<file path="src/rtl/stream_packet_mux.sv">
`default_nettype none
// ----------------------------------------------------------------------------
// stream_packet_mux - locks onto one granted stream and forwards its packet
// through a registered output stage, pulsing arb_en_o once per packet end.
// Rev 1.0
// ----------------------------------------------------------------------------
module stream_packet_mux #(
   parameter int STREAM_COUNT = 2,
   parameter int T_DATA_WIDTH = 8,
   parameter int T_ID_WIDTH   = (STREAM_COUNT > 1) ? $clog2(STREAM_COUNT) : 1
) (
   input  logic                                 clk,
   input  logic                                 nrst,
   input  logic [STREAM_COUNT*T_DATA_WIDTH-1:0] s_data_i,
   input  logic [STREAM_COUNT-1:0]              s_valid_i,
   input  logic [STREAM_COUNT-1:0]              s_last_i,
   output logic [STREAM_COUNT-1:0]              s_ready_o,
   output logic [STREAM_COUNT-1:0]              req_o,
   input  logic [STREAM_COUNT-1:0]              grant_i,
   output logic                                 arb_en_o,
   output logic [T_DATA_WIDTH-1:0]              m_data_o,
   output logic [T_ID_WIDTH-1:0]                m_id_o,
   output logic                                 m_last_o,
   output logic                                 m_valid_o,
   input  logic                                 m_ready_i
);

   typedef enum logic [1:0] {
      IDLE   = 2'd0,
      XFER   = 2'd1,
      SETTLE = 2'd2
   } state_t;

   state_t                  state;
   logic [STREAM_COUNT-1:0] sel_r;
   logic [T_DATA_WIDTH-1:0] data_arr [STREAM_COUNT];
   logic [T_DATA_WIDTH-1:0] sel_data;
   logic [T_ID_WIDTH-1:0]   sel_id;
   logic                    sel_last;
   logic                    out_free;
   logic                    accept;
   logic                    grant_ok;

   genvar k;
   generate
      for (k = 0; k < STREAM_COUNT; k++) begin : g_unpack
         assign data_arr[k] = s_data_i[k*T_DATA_WIDTH +: T_DATA_WIDTH];
      end
   endgenerate

   assign req_o = s_valid_i;

   // A multi-hot grant is rejected even if only one of its bits hits a valid stream.
   assign grant_ok  = $onehot(grant_i) && ((grant_i & s_valid_i) != '0);
   assign out_free  = ~m_valid_o | m_ready_i;
   assign s_ready_o = (state == XFER) ? (sel_r & {STREAM_COUNT{out_free}}) : '0;
   assign accept    = |(s_valid_i & s_ready_o);
   assign sel_last  = |(s_last_i & sel_r);

   // sel_r is one-hot, so OR-reduction acts as the data mux and index encoder.
   always_comb begin
      sel_data = '0;
      sel_id   = '0;
      for (int i = 0; i < STREAM_COUNT; i++) begin
         if (sel_r[i]) begin
            sel_data = sel_data | data_arr[i];
            sel_id   = sel_id | T_ID_WIDTH'(i);
         end
      end
   end

   always_ff @(posedge clk) begin
      if (!nrst) begin
         state     <= IDLE;
         sel_r     <= '0;
         arb_en_o  <= 1'b0;
         m_valid_o <= 1'b0;
         m_data_o  <= '0;
         m_id_o    <= '0;
         m_last_o  <= 1'b0;
      end else begin
         arb_en_o <= 1'b0;

         if (accept) begin
            m_data_o  <= sel_data;
            m_id_o    <= sel_id;
            m_last_o  <= sel_last;
            m_valid_o <= 1'b1;
         end else if (m_valid_o && m_ready_i) begin
            m_valid_o <= 1'b0;
         end

         case (state)
            IDLE: begin
               if (grant_ok) begin
                  sel_r <= grant_i;
                  state <= XFER;
               end
            end
            XFER: begin
               if (accept && sel_last) begin
                  arb_en_o <= 1'b1;
                  state    <= SETTLE;
               end
            end
            // One dead cycle lets the arbiter consume the enable before re-sampling.
            SETTLE: state <= IDLE;
            default: state <= IDLE;
         endcase
      end
   end

endmodule
`default_nettype wire

</file>
<file path="config.mk">
export PLATFORM = sky130hd
export DESIGN_NAME = stream_packet_mux
export DESIGN_NICKNAME = d
export VERILOG_FILES = /design/src/rtl/stream_packet_mux.sv
export SDC_FILE = /design/constraint.sdc
export NUM_CORES = 1
export LEC_CHECK = 0
export BUFFER_PORTS_ARGS = -buffer_cell sky130_fd_sc_hd__buf_2
export CAP_MARGIN = 5
export CORE_ASPECT_RATIO = 1.2
export CORE_MARGIN = 4
export CORE_UTILIZATION = 43
export DETAILED_ROUTE_END_ITERATION = 8
export PLACE_DENSITY = 0.77
export SYNTH_ARGS = -nofsm -noshare
export SYNTH_HDL_FRONTEND = slang
export SYNTH_SLANG_ARGS = --single-unit
</file>
<file path="constraint.sdc">
create_clock -name clk -period 1.28 [get_ports clk]
set_input_delay 0.256 -clock clk [delete_from_list [all_inputs] [get_ports clk]]
set_output_delay 0.256 -clock clk [all_outputs]
set_load 0.03 [all_outputs]
</file>
==> impl_metrics.py <==
metrics = {
    "die": {
        "num_rows": 16,
        "die_height_um": 54.2,
        "floorplan.initialDensity_pct": 45.9,
        "floorplan.die.width_um": 46.5,
        "placeableCoreArea_um2": 1660,
        "floorplan.io_pins": 41,
        "die_area_um2": 2520,
    },
    "logic_synthesis": {
        "syn_area_per_cell_um2": 9.54,
        "synth.distinct_cells": 26,
        "synth_top_family_by_area": "compound AO/OA/AOI/OAI gates",
        "yosys_warnings": 0,
        "post_synth_fa_ha_maj_area_fraction_pct": 0,
        "postSynthRegisterBits": 16,
        "synthesis.nets": 105,
        "synth-compound-area-share_pct": 33.1,
        "post_synth_mux_area_share_pct": 2.62,
        "seq_area_frac_synth_pct": 42.0,
        "synth_xor_xnor_area_share_pct": 0,
        "synthCells": 80,
        "synth.cell_area_um2": 763,
        "synth_simple_gate_area_share_pct": 14.9,
    },
    "cells_and_area": {
        "most-common-layout-cells": "sky130_fd_sc_hd__buf_2 (38), sky130_fd_sc_hd__dfxtp_1 (12), sky130_fd_sc_hd__buf_4 (10), sky130_fd_sc_hd__a22oi_1 (9), sky130_fd_sc_hd__a31oi_1 (9)",
        "final.fill_count": 143,
        "layout.cells.most_common": "sky130_fd_sc_hd__buf_2",
        "num_antenna_cells": 0,
        "area_growth_syn_to_layout_pct": 46.4,
        "drive_above_1_share_pct": 53.9,
        "final_net_count": 154,
    },
    "timing": {
        "max_freq_ghz": 0.717,
        "fin_crit_ns": 1.40,
        "rsz0062_at_grt": "true",
        "layout_worst_path_cycle_share_pct": 109,
        "postLayoutSetupSlackWorst_ns": -0.115,
        "number_of_hold_slack_violations_in_the_final_timing_report": 0,
        "worst_clock_skew_ns": 0.00208,
        "timing.setup.tns_ns": -0.225,
        "worst-slew-pin-transition_ns": 0.424,
        "maxSlewViolCount": 0,
        "setup_viol": 2,
        "slew_headroom_pct": 71.7,
    },
    "detailed_routing": {
        "routed_wirelength_mm": 2.02,
        "routed-via-count": 806,
        "firstDrtPassIters": 4,
        "final_antenna_net_count": 0,
        "drc": 0,
        "vias_per_cell": 5.52,
        "detailedRoute.firstIterationViolations": 12,
        "wl_per_cell_um": 13.8,
    },
    "setup_path": {
        "timing.critical_path.arrival_ns": 1.14,
        "timing.setup.critical_path_class": "reg2out",
        "critPathMaxFanout": 3,
        "ff2ff_path_depth": 5,
        "worst-endpoint-required_ns": 1.02,
        "critPathLaunchType": "flop",
        "critPathCaptureType": "output port",
    },
    "placement": {
        "gp_routability_congestion": 0.781,
        "buffer_ports.inserted": 40,
        "hpwl_mm": 1.46,
    },
    "power_and_ir_drop": {
        "total_power_mw": 1.04,
        "power_density_nw_per_um2": 932,
        "power.leakage_nw": 0.476,
        "irDropWorstVdd_v": 0.000656,
    },
    "worst_hold_path": {
        "hold_crit_class": "in2reg",
        "min_delay_path_depth": 3,
    },
    "clocking": {
        "ctsHoldBuffers": 0,
        "clock_sinks": 16,
        "clk_pin_slew_worst_paths_ns": 0.09,
        "root_buf_cell": "sky130_fd_sc_hd__clkbuf_4",
        "cts_bufs_inserted": 3,
        "clk_path_buf_depth": 2,
        "clock_tree.htree_level_count": 1,
        "clock_tree_from_tritoncts": "done",
        "clock_latency_reported_for_the_late_side_of_the_worst_skew_pair_ns": 0.28,
    },
    "status": {
        "violations": "negative setup slack",
        "status": "finished with violations",
    },
    "grt": {
        "first_global_vias": 754,
        "first_pass_grt_wire_length_mm": 3.15,
        "grt_start_max_net_pins": 14,
        "overflow": 0,
        "grt_antenna_before_repair": 0,
        "grt.total_usage_pct": 17.2,
    },
    "flow_run": {
        "number_of_max_cap_violations": 0,
    },
}
[through the flow]
step	util (%)	area (um2)	setup slack, ns	hold slack (ns)	std cells
floorplan	-	764	0.00843	0.374	80
global placement	60.3	1000	0.0729	0.456	139
detailed placement	60.3	1000	0.0477	0.459	139
CTS	65.1	1080	-0.124	0.221	145
global route	67.2	1120	-0.166	0.230	146
finish	67.2	1120	-0.115	0.231	146
[synthesized netlist by cell type]
| cell type | count | share of area, % |
|---|---|---|
| sky130_fd_sc_hd__inv_1 | 1 | 0.49 |
| sky130_fd_sc_hd__dfxtp_1 | 16 | 42 |
| sky130_fd_sc_hd__nor3_1 | 2 | 1.3 |
| sky130_fd_sc_hd__and3_1 | 2 | 1.6 |
| sky130_fd_sc_hd__a22o_1 | 1 | 1.1 |
| sky130_fd_sc_hd__and2b_1 | 1 | 0.98 |
| sky130_fd_sc_hd__buf_6 | 1 | 1.5 |
| sky130_fd_sc_hd__buf_2 | 3 | 2.0 |
| sky130_fd_sc_hd__a22oi_1 | 9 | 8.9 |
| sky130_fd_sc_hd__a211oi_2 | 1 | 1.6 |
| sky130_fd_sc_hd__nand3b_1 | 2 | 2.0 |
| sky130_fd_sc_hd__clkbuf_1 | 1 | 0.49 |
| sky130_fd_sc_hd__nand4_1 | 2 | 1.6 |
| sky130_fd_sc_hd__a21oi_1 | 3 | 2.0 |
| sky130_fd_sc_hd__mux2i_1 | 2 | 2.6 |
| sky130_fd_sc_hd__buf_4 | 3 | 3.0 |
| sky130_fd_sc_hd__nor2b_1 | 1 | 0.82 |
| sky130_fd_sc_hd__nand2b_1 | 3 | 2.5 |
| sky130_fd_sc_hd__a31oi_1 | 9 | 7.4 |
| sky130_fd_sc_hd__a22o_2 | 1 | 1.3 |
| sky130_fd_sc_hd__nor2_1 | 1 | 0.49 |
| sky130_fd_sc_hd__o21a_1 | 1 | 0.98 |
| sky130_fd_sc_hd__a211oi_1 | 8 | 7.9 |
| sky130_fd_sc_hd__o31ai_1 | 2 | 2.0 |
| sky130_fd_sc_hd__nor3_4 | 1 | 2.1 |
| sky130_fd_sc_hd__nand2_1 | 3 | 1.5 |
[final timing paths]
| check | end | slack, ns | from |
|---|---|---|---|
| min reg2reg | m_last_o | 0.47 | m_last_o |
| max | s_ready_o[1] | -0.12 | state[1] |
| min | sel_r[0] | 0.23 | grant_i[0] |
| max reg2reg | m_data_o[0] | 0.04 | state[1] |
[power by group]
group	internal [mW]	switching, mW
Sequential	0.510	0.00994
Combinational	0.0891	0.103
Clock	0.173	0.156
Total	0.772	0.269
[cells by family after synthesis]
family          after synthesis
simple gates                 18
buf+inv                       9
mux                           2
flops                        16
compound gates               35
[cell type report]
| class | instances | area, um2 | share of cell area (%) |
|---|---|---|---|
| timing repair buffer | 52 | 319 | 28.6 |
| clock buffer | 4 | 36.3 | 3.25 |
| multi-input combinational | 55 | 410 | 36.7 |
| sequential | 16 | 325 | 29.1 |
| inverter | 1 | 3.75 | 0.336 |
| tap | 18 | 22.5 | 2.02 |
[repair_timing]
action	CTS	global route
setup buffers	2	1
gates resized for setup	10	4
pin swaps	2	2
setup endpoints to repair	2	12
[sequential cells by signal, indices dropped and copies added (netlist names)]
signal     cells
m_data_o       8
state          2
m_last_o       1
m_id_o         1
m_valid_o      1
sel_r          2
arb_en_o       1
[metal layers]
layer	GRT usage [%]	vias to the layer above	part of all wire (%)
li1	-	410	-
met4	8.06	0	0.74
met5	0	-	0
met2	28.2	35	47
met3	3.34	2	9.6
met1	21.0	359	43
[critical path, cell delays in order, from the launching register on]
cell and delay, ns:
sky130_fd_sc_hd__dfxtp_2 0.33, sky130_fd_sc_hd__and2b_2 0.23, sky130_fd_sc_hd__and3_4 0.18, sky130_fd_sc_hd__buf_6 0.12
Power figures use the tool's default switching activity.
